**config.mk**
```make
export PLATFORM = sky130hd
export DESIGN_NAME = digital_debounce_3v3
export DESIGN_NICKNAME = d
export VERILOG_FILES = /design/src/rtl/digital_debounce_3v3.sv
export SDC_FILE = /design/constraint.sdc
export NUM_CORES = 1
export LEC_CHECK = 0
export BUFFER_PORTS_ARGS = -buffer_cell sky130_fd_sc_hd__buf_4
export CAP_MARGIN = 30
export CELL_PAD_IN_SITES_DETAIL_PLACEMENT = 0
export CELL_PAD_IN_SITES_GLOBAL_PLACEMENT = 1
export CORE_AREA = 2 2 39 41
export CTS_CLUSTER_SIZE = 16
export DETAILED_ROUTE_END_ITERATION = 8
export DIE_AREA = 0 0 41 43
export GPL_TIMING_DRIVEN = 1
export PLACE_DENSITY_LB_ADDON = 0.15
export SLEW_MARGIN = 20
export SYNTH_ARGS = -nofsm -noshare
export SYNTH_HDL_FRONTEND = slang
export SYNTH_SLANG_ARGS = --single-unit
```
**constraint.sdc**
```tcl
create_clock -name clk -period 1.43 [get_ports clk]
set_input_delay 0.286 -clock clk [delete_from_list [all_inputs] [get_ports clk]]
set_output_delay 0.286 -clock clk [all_outputs]
set_load 0.02 [all_outputs]
```
**src/rtl/digital_debounce_3v3.sv**
```systemverilog
// Pad-input conditioner: synchronizer, glitch-rejecting debounce counter, edge pulses and sticky pending flag.
// Optional macro DIGITAL_DEBOUNCE_BYPASS_EN adds a bypass input that lets Q follow the synchronized input directly.
module digital_debounce_3v3 #(
    parameter int unsigned SYNC_STAGES     = 2,
    parameter int unsigned DEBOUNCE_CYCLES = 16,
    parameter logic        INIT_VAL        = 1'b0
) (
    input  logic clk,
    input  logic resetn,
    input  logic A,
    input  logic en,
    input  logic rise_en,
    input  logic fall_en,
    input  logic clr,
`ifdef DIGITAL_DEBOUNCE_BYPASS_EN
    input  logic bypass,
`endif
    output logic Q,
    output logic rise,
    output logic fall,
    output logic pend
);

    localparam int unsigned CNT_W = (DEBOUNCE_CYCLES > 1) ? $clog2(DEBOUNCE_CYCLES) : 1;
    localparam logic [CNT_W-1:0] CNT_MAX = CNT_W'(DEBOUNCE_CYCLES - 1);

    logic [SYNC_STAGES-1:0] sync_q, sync_d;
    logic [CNT_W-1:0]       cnt_q, cnt_d;
    logic                   q_q, q_d;
    logic                   rise_q, rise_d;
    logic                   fall_q, fall_d;
    logic                   pend_q, pend_d;
    logic                   a_sync;

    assign a_sync = sync_q[SYNC_STAGES-1];

    // Next-state: shift synchronizer, run the stability counter, derive edges and pending flag.
    always_comb begin
        sync_d = {sync_q[SYNC_STAGES-2:0], A};
        cnt_d  = cnt_q;
        q_d    = q_q;
        rise_d = 1'b0;
        fall_d = 1'b0;
        pend_d = pend_q;

`ifdef DIGITAL_DEBOUNCE_BYPASS_EN
        if (bypass) begin
            q_d   = a_sync;
            cnt_d = '0;
        end else
`endif
        begin
            if (!en || (a_sync == q_q)) begin
                cnt_d = '0;
            end else if (cnt_q == CNT_MAX) begin
                q_d   = a_sync;
                cnt_d = '0;
            end else begin
                cnt_d = cnt_q + CNT_W'(1);
            end
        end

        rise_d = q_d & ~q_q;
        fall_d = ~q_d & q_q;

        // A new edge outranks a simultaneous clear.
        if ((rise_d && rise_en) || (fall_d && fall_en)) begin
            pend_d = 1'b1;
        end else if (clr) begin
            pend_d = 1'b0;
        end
    end

    always_ff @(posedge clk) begin
        if (!resetn) begin
            sync_q <= {SYNC_STAGES{INIT_VAL}};
            cnt_q  <= '0;
            q_q    <= INIT_VAL;
            rise_q <= 1'b0;
            fall_q <= 1'b0;
            pend_q <= 1'b0;
        end else begin
            sync_q <= sync_d;
            cnt_q  <= cnt_d;
            q_q    <= q_d;
            rise_q <= rise_d;
            fall_q <= fall_d;
            pend_q <= pend_d;
        end
    end

    assign Q    = q_q;
    assign rise = rise_q;
    assign fall = fall_q;
    assign pend = pend_q;

endmodule

```
==> results of run 1 <==
-- metal layers --
layer  global-route usage [%]  part of all wire (%)  vias up
met5                        0                     0        -
met4                     6.00                     0        0
met3                     7.85                   6.7        0
met2                     17.5                    57        7
met1                     11.1                    36      130
li1                         -                     -      149
-- critical path: cells and delay by family (launching register included) --
kind            cells  cell delay [ns]
simple gates        2             0.40
flops               1             0.35
fa+ha+maj           1             0.22
compound gates      1             0.12
-- path summary, 6_finish.rpt --
check	start	end	slack [ns]	cells past startpoint
min reg2reg	sync_q[0]$_SDFF_PN0_	sync_q[1]$_SDFF_PN0_	0.44	1
max reg2reg	cnt_q[0]$_SDFF_PP0_	pend$_SDFFE_PN0P_	0.29	4
min	A	sync_q[0]$_SDFF_PN0_	0.23	2
max	cnt_q[0]$_SDFF_PP0_	pend$_SDFFE_PN0P_	0.29	4
-- flip-flops by register name (all words and copies together) (netlist names) --
name and flops:
cnt_q 4, sync_q 2, Q 1, fall 1
pend 1, rise 1
-- cells by family after synthesis --
kind of cell,count (synthesis),synth area share [%]
simple gates,15,24.6
xor+xnor,2,4.71
compound gates,4,8.75
flops,10,53.9
fa+ha+maj,1,3.37
mux,1,2.69
buf+inv,2,2.02
-- cell type report --
| type | instances | area (um2) | area share, % |
|---|---|---|---|
| multi-input cells | 23 | 164 | 32.6 |
| clock buffers | 4 | 36.3 | 7.21 |
| flip-flops and latches | 10 | 200 | 39.8 |
| inverters | 2 | 7.51 | 1.49 |
| well taps | 16 | 20.0 | 3.98 |
| repair buffers | 10 | 75.1 | 14.9 |
-- metrics by stage --
step	hold WS (ns)	instances
final	0.231	65
after global routing	0.216	65
after CTS	0.224	65
after detailed placement	0.424	61
after global placement	0.423	61
after floorplan	0.408	35
-- placed cells by master (no fill, tap or decap), types with 2 or more instances in the layout --
cell      netlist  final
nand3_1         2      2
and2_1          2      2
inv_1           2      2
nor2b_1         4      4
xor2_1          2      2
clkbuf_4        0      3
nor2_1          4      4
dfxtp_1        10     10
buf_4           0     10
-- report_power, final --
part	internal, mW	total [mW]	switching [mW]
combinational	0.0140	0.0221	0.00812
sequential	0.281	0.283	0.00135
clock	0.154	0.247	0.0927
total	0.450	0.552	0.102
==> results.ini, run 1 <==
[placement]
place.gp.congestion = 0.646
place_area_um2 = 467
dp_hpwl_um = 555
io_buffers = 10
place_ws_ns = 0.280

[die]
die_area_um2 = 1760
die_w_um = 41
start_util_pct = 26.9
die_height_um = 43
num_io_pins = 11
core_um2 = 1380
core.rowCount = 14

[grt]
grt_antenna_before_repair = 0
track_usage_pct = 11.5
grt-ovfl-total = 0
grt_pass1_vias = 302
grt_pass1_wl_mm = 1.26
grt_max_degree = 7

[clock_tree]
worst_skew_pair.late_latency_ns = 0.26
path_clk_slew_ns = 0.07
cts-root-buf = clkbuf_4
post_cts_buffers = 0
cts_buffers = 3
cts_max_path_buffers = 2
cts_resized = 0
htree_levels = 1
cts_tree = done
cts_hold_buf = 0
cts.sinks = 10

[timing]
fin_crit_sh_pct = 80.1
clock_skew_ns = 0.00542
finalHoldViolations = 0
relSlewSlack_pct = 81.8
max_freq_ghz = 0.873
rsz0062_at_grt = false
setup_tns_ns = 0
worst_pin_slew_ns = 0.273
finalSetupViolCount = 0
drv_slew = 0
period_needed_ns = 1.14
worst_slack_ns = 0.285

[logic_synthesis]
yosysSeqAreaShare_pct = 53.9
yosysWarnings = 0
synthCells = 35
synth_cell_type_count = 16
yosysTopAreaCell = dfxtp_1
yosysMostFrequentCell = dfxtp_1
synth_nets = 43
ys_ff_latch = 10
dominantRegCellSynth = dfxtp_1
yosys.area.top_type_share_pct = 53.9
synth.area.top_cells = dfxtp_1, nor2b_1, xor2_1
async_flop_share_pct = 0
synth.top_cells.by_count = dfxtp_1, nor2_1, nor2b_1
avgSynthCellArea_um2 = 10.6
synth_area_um2 = 372
synth-edff-count = 0

[worst_setup_path]
endpoint_kind = flop
critPathSlowestCell = dfxtp_1
required_ns = 1.63
cp_max_fo = 3
critPathMaxStageDelay_ns = 0.35
startpoint_type = flop
crit_type = reg -> reg
crit_arrival_ns = 1.34
cp_cell_sequence = ha_1 > nand4_2 > or2_4 > o21ai_1

[cells_and_area]
final_core_util_pct = 36.3
stdcell_area_um2 = 503
drive_above_1_share_pct = 32.7
final_net_count = 58
fillers = 151
synthToLayoutAreaGrowth_pct = 35.4
insertedDiodeCount = 0

[power]
design_power_total_mw = 0.552
power.leakage_nw = 0.235
power_density_nw_per_um2 = 1100
peakVddDrop_v = 0.000520

[routing]
routed_wl_um = 657
vias = 286
wl_per_cell_um = 10.1
dr.first_iter.drc_count = 2
viasPerCell = 4.40
dr.pass1.iters = 4
ant_nets = 0
post-route-drc-count = 0

[run_status]
outcome = complete, no violations

[run]
maxCapViolCount = 0

[worst_hold_path]
worstHoldPathType = in -> reg

Power figures use the tool's default switching activity.
==> run 2, diff against run 1 <==
==> constraint.sdc (replaced) <==
create_clock -name clk -period 1.1 [get_ports clk]
set_input_delay 0.22 -clock clk [delete_from_list [all_inputs] [get_ports clk]]
set_output_delay 0.22 -clock clk [all_outputs]
set_load 0.02 [all_outputs]
==> run 2 against run 1 <==
Compared with the run above: critical path depth down 3; register-to-register slack got worse by 0.23 ns; count of clock-buffer cells in the layout down 1; core utilization grew 5.1 points; power up 16%; combinational power rose by 63%; via count up 9.8%; clock skew increased by 0.0029 ns; cell area is 14% higher; wire length increased by 25%; first-iteration DRC count increased to 2.5 times the previous value; final cell count up 4.6%; critical path type is now reg -> out.
==> results.ini, run 2 (synthesis gave the netlist of run 1 again) <==
[cells_and_area]
insertedDiodeCount = 0  ; unchanged
top_regs = cnt_q (4), sync_q (2)
largest_reg_flops = 4  ; unchanged
final_net_count = 62  ; +6.9%
final_core_util_pct = 41.4  ; +5.1 points
most-common-layout-cells = buf_4, dfxtp_1, nor2b_2, nor2_1, clkbuf_4
stdcell_area_um2 = 573  ; +14%
fillers = 146  ; -3.3%
synthToLayoutAreaGrowth_pct = 54.2
final_cells = 68  ; +4.6%
drive_above_1_share_pct = 55.8  ; +23 points
final_common_cell = buf_4
largest_register = cnt_q

[worst_setup_path]
r2r_start = cnt_q[0]$_SDFF_PP0_
worstSetupEndpoint = Q
critPathMaxStageDelay_ns = 0.40  ; +0.05 ns
crit_start = Q$_SDFF_PN0_
crit_type = reg -> out
cp_cell_sequence = buf_4
reg2reg_to = cnt_q[0]$_SDFF_PP0_
cp_max_fo = 4  ; +1
critPathSlowestCell = dfxtp_1
critical-path-top-delay-family = flip-flops
startpoint_type = flop
crit_cells = 1  ; -3
r2r_slack_ns = 0.06  ; -0.23 ns
crit_arrival_ns = 0.83  ; -0.51 ns
crit_buf_inv = 1  ; +1
required_ns = 0.88  ; -0.75 ns
endpoint_kind = output pin
r2r_cells = 5  ; +1

[power]
power_density_nw_per_um2 = 1120  ; +2.2%
power.leakage_nw = 0.251  ; +6.9%
peakVddDrop_v = 0.000636  ; +22%
design_power_total_mw = 0.643  ; +16%

[timing]
fin_crit_sh_pct = 95.1
setup_tns_ns = 0  ; unchanged
rsz0062_at_grt = true
period_needed_ns = 1.05
max_freq_ghz = 0.956
worst_slack_ns = 0.0537  ; -0.231 ns
clock_skew_ns = 0.00833  ; +0.00291 ns
hold_slack_ns = 0.165  ; -0.0656 ns
worst_pin_slew_ns = 0.211  ; -0.0617 ns
relSlewSlack_pct = 85.9  ; +4.1 points
finalHoldViolations = 0  ; unchanged
finalSetupViolCount = 0  ; unchanged
drv_slew = 0  ; unchanged

[routing]
routed_wl_um = 821  ; +25%
post-route-drc-count = 0  ; unchanged
ant_nets = 0  ; unchanged
vias = 314  ; +9.8%
dr.first_iter.drc_count = 5  ; +3
wl_per_cell_um = 12.1  ; +19%
viasPerCell = 4.62  ; +4.9%
dr.pass1.iters = 4  ; unchanged

[die]
core.rowCount = 14  ; unchanged
start_util_pct = 26.9  ; unchanged
die_area_um2 = 1760  ; unchanged
die_height_um = 43  ; unchanged
num_io_pins = 11  ; unchanged
die_w_um = 41  ; unchanged
core_um2 = 1380  ; unchanged

[run]
maxCapViolCount = 0  ; unchanged

[clock_tree]
cts_max_path_buffers = 2  ; unchanged
cts.sinks = 10  ; unchanged
cts-root-buf = clkbuf_4
worst_skew_pair.late_latency_ns = 0.26  ; about the same
htree_levels = 1  ; unchanged
path_clk_slew_ns = 0.06  ; about the same
cts_tree = done
cts_buffers = 3  ; unchanged
post_cts_buffers = 0  ; unchanged

[placement]
place_area_um2 = 497  ; +6.4%
place.gp.congestion = 0.665  ; +3.0%
dp_cells = 65  ; +6.6%
place_ws_ns = -0.0323  ; -0.312 ns
io_buffers = 10  ; unchanged
dp_hpwl_um = 605  ; +9.2%

[grt]
grt_pass1_wl_mm = 1.38  ; +10%
grt_pass1_vias = 335  ; +11%
grt_antenna_before_repair = 0  ; unchanged
grt_max_degree = 7  ; unchanged
track_usage_pct = 12.4  ; +0.90 points
grt-ovfl-total = 0  ; unchanged

[worst_hold_path]
worstHoldPathType = in -> reg

[run_status]
outcome = complete, no violations

-- run 2: worst min-delay path by stage --
stage / slack [ns] / startpoint / end / cells past startpoint
floorplan: 0.34 / resetn / sync_q[0]$_SDFF_PN0_ / 1
global placement: 0.42 / sync_q[0]$_SDFF_PN0_ / sync_q[1]$_SDFF_PN0_ / 1
detailed placement: 0.42 / sync_q[0]$_SDFF_PN0_ / sync_q[1]$_SDFF_PN0_ / 1
CTS: 0.16 / A / sync_q[0]$_SDFF_PN0_ / 2
global route: 0.15 / A / sync_q[0]$_SDFF_PN0_ / 2
finish: 0.17 / A / sync_q[0]$_SDFF_PN0_ / 2
-- run 2: repair_timing --
item / in CTS / in global routing
hold buffers: 0 / 0
pin swaps: 1 / 1
hold endpoints to repair: 0 / 0
gates resized for setup: 3 / 10
setup endpoints to repair: 6 / 7
-- run 2: layout make-up --
| type | count | area (um2) | area share [%] |
|---|---|---|---|
| clock buffer | 3 | 22.5 | 3.93 |
| sequential | 10 | 205 | 35.8 |
| tap | 16 | 20.0 | 3.49 |
| inverter | 2 | 7.51 | 1.31 |
| multi-input combinational | 23 | 213 | 37.1 |
| timing repair buffer | 14 | 105 | 18.3 |
-- run 2: power breakdown --
part / total [mW] / switching (mW) / internal, mW
clock network: 0.240 / 0.114 / 0.126
logic: 0.0360 / 0.0144 / 0.0216
registers: 0.367 / 0.00266 / 0.364
-- run 2: layer usage --
layer / vias to the layer above / global-route usage (%) / routed length, um
li1: 153 / - / -
met1: 152 / 11.1 / 276
met2: 9 / 19.1 / 499
met3: 0 / 6.81 / 45
met4: 0 / 10.0 / 0
met5: - / 0 / 0
==> run 3, diff against run 2 <==
--- a/config.mk
+++ b/config.mk
@@ -14,8 +14,8 @@
 export DETAILED_ROUTE_END_ITERATION = 8
 export DIE_AREA = 0 0 41 43
 export GPL_TIMING_DRIVEN = 1
-export PLACE_DENSITY_LB_ADDON = 0.15
-export SLEW_MARGIN = 20
+export PLACE_DENSITY_LB_ADDON = 0.25
+export REMOVE_ABC_BUFFERS = 1
 export SYNTH_ARGS = -nofsm -noshare
 export SYNTH_HDL_FRONTEND = slang
 export SYNTH_SLANG_ARGS = --single-unit
==> run 3 against run 2 <==
Compared with the run above: die area stayed put; critical path depth increased by 3; clock power is 2% lower; sequential share of layout area is 0.51 points higher; power fell by 0.71%; sequential cell count unchanged; core utilization down 1.1 points; sequential power is essentially flat.
==> results.ini, run 3 (synthesis gave the netlist of run 1 again) <==
[cells_and_area]
most-common-layout-cells = buf_4, dfxtp_1, nor2_1, clkbuf_4
synthToLayoutAreaGrowth_pct = 50.2
insertedDiodeCount = 0  ; unchanged
top_regs = cnt_q (4), sync_q (2)
final_net_count = 62  ; unchanged
largest_register = cnt_q
drive_above_1_share_pct = 50.0  ; -5.8 points
final_common_cell = buf_4
largest_reg_flops = 4  ; unchanged

[routing]
wl_per_cell_um = 11.3  ; -6.2%
ant_nets = 0  ; unchanged
dr.pass1.iters = 3  ; -1
routed_wl_um = 770  ; -6.2%
dr.first_iter.drc_count = 1  ; -4
post-route-drc-count = 0  ; unchanged
viasPerCell = 4.57  ; -0.96%
vias = 311  ; -0.96%

[clock_tree]
cts-root-buf = clkbuf_4
htree_levels = 1  ; unchanged
cts_tree = done
cts_buffers = 3  ; unchanged
cts.sinks = 10  ; unchanged
cts_max_path_buffers = 2  ; unchanged
cts_hold_buf = 0  ; unchanged
worst_skew_pair.late_latency_ns = 0.25  ; about the same
path_clk_slew_ns = 0.06  ; about the same

[worst_setup_path]
r2r_start = cnt_q[0]$_SDFF_PP0_
crit_start = cnt_q[0]$_SDFF_PP0_
crit_type = reg -> reg
reg2reg_to = pend$_SDFFE_PN0P_
startpoint_type = flop
endpoint_kind = flop
cp_cell_sequence = ha_4 > nand4_4 > or2_4 > o21ai_2
critPathMaxStageDelay_ns = 0.36  ; -0.04 ns
worstSetupEndpoint = pend$_SDFFE_PN0P_
r2r_cells = 4  ; -1
crit_arrival_ns = 1.25  ; +0.42 ns
r2r_slack_ns = 0.03  ; -0.03 ns
cp_max_fo = 3  ; -1
required_ns = 1.29  ; +0.41 ns
critPathSlowestCell = dfxtp_2

[power]
design_power_total_mw = 0.638  ; -0.71%
sequentialPowerShare_pct = 57.8  ; +0.7 points
power_frac_comb_pct = 5.2  ; -0.4 points
p_switching_mw = 0.126  ; -3.8%
internal_power_mw = 0.512  ; about the same
swShare_pct = 19.8  ; -0.63 points
power.leakage_nw = 0.260  ; +3.9%
power_density_nw_per_um2 = 1140  ; +2.0%
peakVddDrop_v = 0.000444  ; -30%
pwr-share-clk_pct = 37.0  ; -0.3 points

[placement]
dp_hpwl_um = 562  ; -7.2%
io_buffers = 10  ; unchanged
place.gp.congestion = 0.615  ; -7.6%

[die]
start_util_pct = 26.9  ; unchanged
die_height_um = 43  ; unchanged
num_io_pins = 11  ; unchanged
die_w_um = 41  ; unchanged
core.rowCount = 14  ; unchanged
core_um2 = 1380  ; unchanged
die_area_um2 = 1760  ; unchanged

[grt]
grt_pass1_wl_mm = 1.16  ; -16%
track_usage_pct = 9.79  ; -2.6 points
grt_max_degree = 7  ; unchanged
grt_pass1_vias = 298  ; -11%
grt-ovfl-total = 0  ; unchanged
grt_antenna_before_repair = 0  ; unchanged

[timing]
clock_skew_ns = 0.00495  ; -0.00338 ns
finalSetupViolCount = 0  ; unchanged
fin_crit_sh_pct = 97.0  ; +1.9 points
period_needed_ns = 1.07  ; +0.0207 ns
finalHoldViolations = 0  ; unchanged
hold_slack_ns = 0.177  ; +0.0114 ns
relSlewSlack_pct = 86.1  ; +0.21 points
max_freq_ghz = 0.937  ; -1.9%
drv_slew = 0  ; unchanged
worst_pin_slew_ns = 0.207  ; -0.00396 ns

[worst_hold_path]
worstHoldPathType = in -> reg
worstHoldStart = A
min_path_cells = 2  ; unchanged

[run]
maxCapViolCount = 0  ; unchanged

[run_status]
outcome = complete, no violations

run 3: cell counts in the layout (fill, tap and decap cells not counted):
No cell type changed its count.
run 3: worst min-delay path by stage:
stage,slack [ns],endpoint
floorplan,0.34,sync_q[0]$_SDFF_PN0_
global placement,0.42,sync_q[1]$_SDFF_PN0_
detailed placement,0.44,sync_q[1]$_SDFF_PN0_
CTS,0.18,sync_q[0]$_SDFF_PN0_
global route,0.17,sync_q[0]$_SDFF_PN0_
finish,0.18,sync_q[0]$_SDFF_PN0_
run 3: critical path, delay by kind of cell, from the launching register on:
family	cells	cell delay, ns
AND/OR/NAND/NOR	2	0.37
flip-flops	1	0.36
adder cells (fa/ha/maj)	1	0.16
AO/OA/AOI/OAI	1	0.12
run 3: repair_timing:
action / 4_1_cts / 5_1_grt
hold endpoints to repair: 0 / 0
gates resized for setup: 3 / 6
pin swaps: 0 / 1
setup buffers: 0 / 1
setup endpoints to repair: 1 / 6
run 3: power by group through the flow:
| stage | Combinational (mW) | Clock, mW | Sequential, mW |
|---|---|---|---|
| 4_1_cts | 0.0310 | 0.246 | 0.368 |
| 3_5_place_dp | 0.0309 | 0 | 0.376 |
| 2_1_floorplan | 0.00787 | 0 | 0.376 |
| 3_3_place_gp | 0.0298 | 0 | 0.376 |
| 5_1_grt | 0.0357 | 0.266 | 0.369 |
| 6_report | 0.0333 | 0.236 | 0.369 |
run 3: stage by stage:
step	utilization, %	std cells	setup slack [ns]	instance area, um2	TNS (ns)
floorplan	-	35	0.0284	372	0
global placement	35.4	64	0.0517	489	0
detailed placement	35.4	64	0.0123	489	0
CTS	37.3	67	0.0175	517	0
global route	40.3	68	-0.0134	558	-0.0217
finish	40.3	68	0.0329	558	0
run 3: per-layer routing:
metal  GRT usage (%)  part of all wire [%]  vias to the layer above
met5               0                     0                        -
li1                -                     -                      156
met1            11.1                    42                      150
met4            4.00                     0                        0
met3            4.71                   3.5                        0
met2            15.0                    55                        5
run 3: layout make-up:
class / instances / area [um2]
fillers: 148 / 826
flip-flops and latches: 10 / 203
multi-input cells: 23 / 200
repair buffers: 14 / 105
clock buffers: 3 / 22.5
well taps: 16 / 20.0
inverters: 2 / 7.51
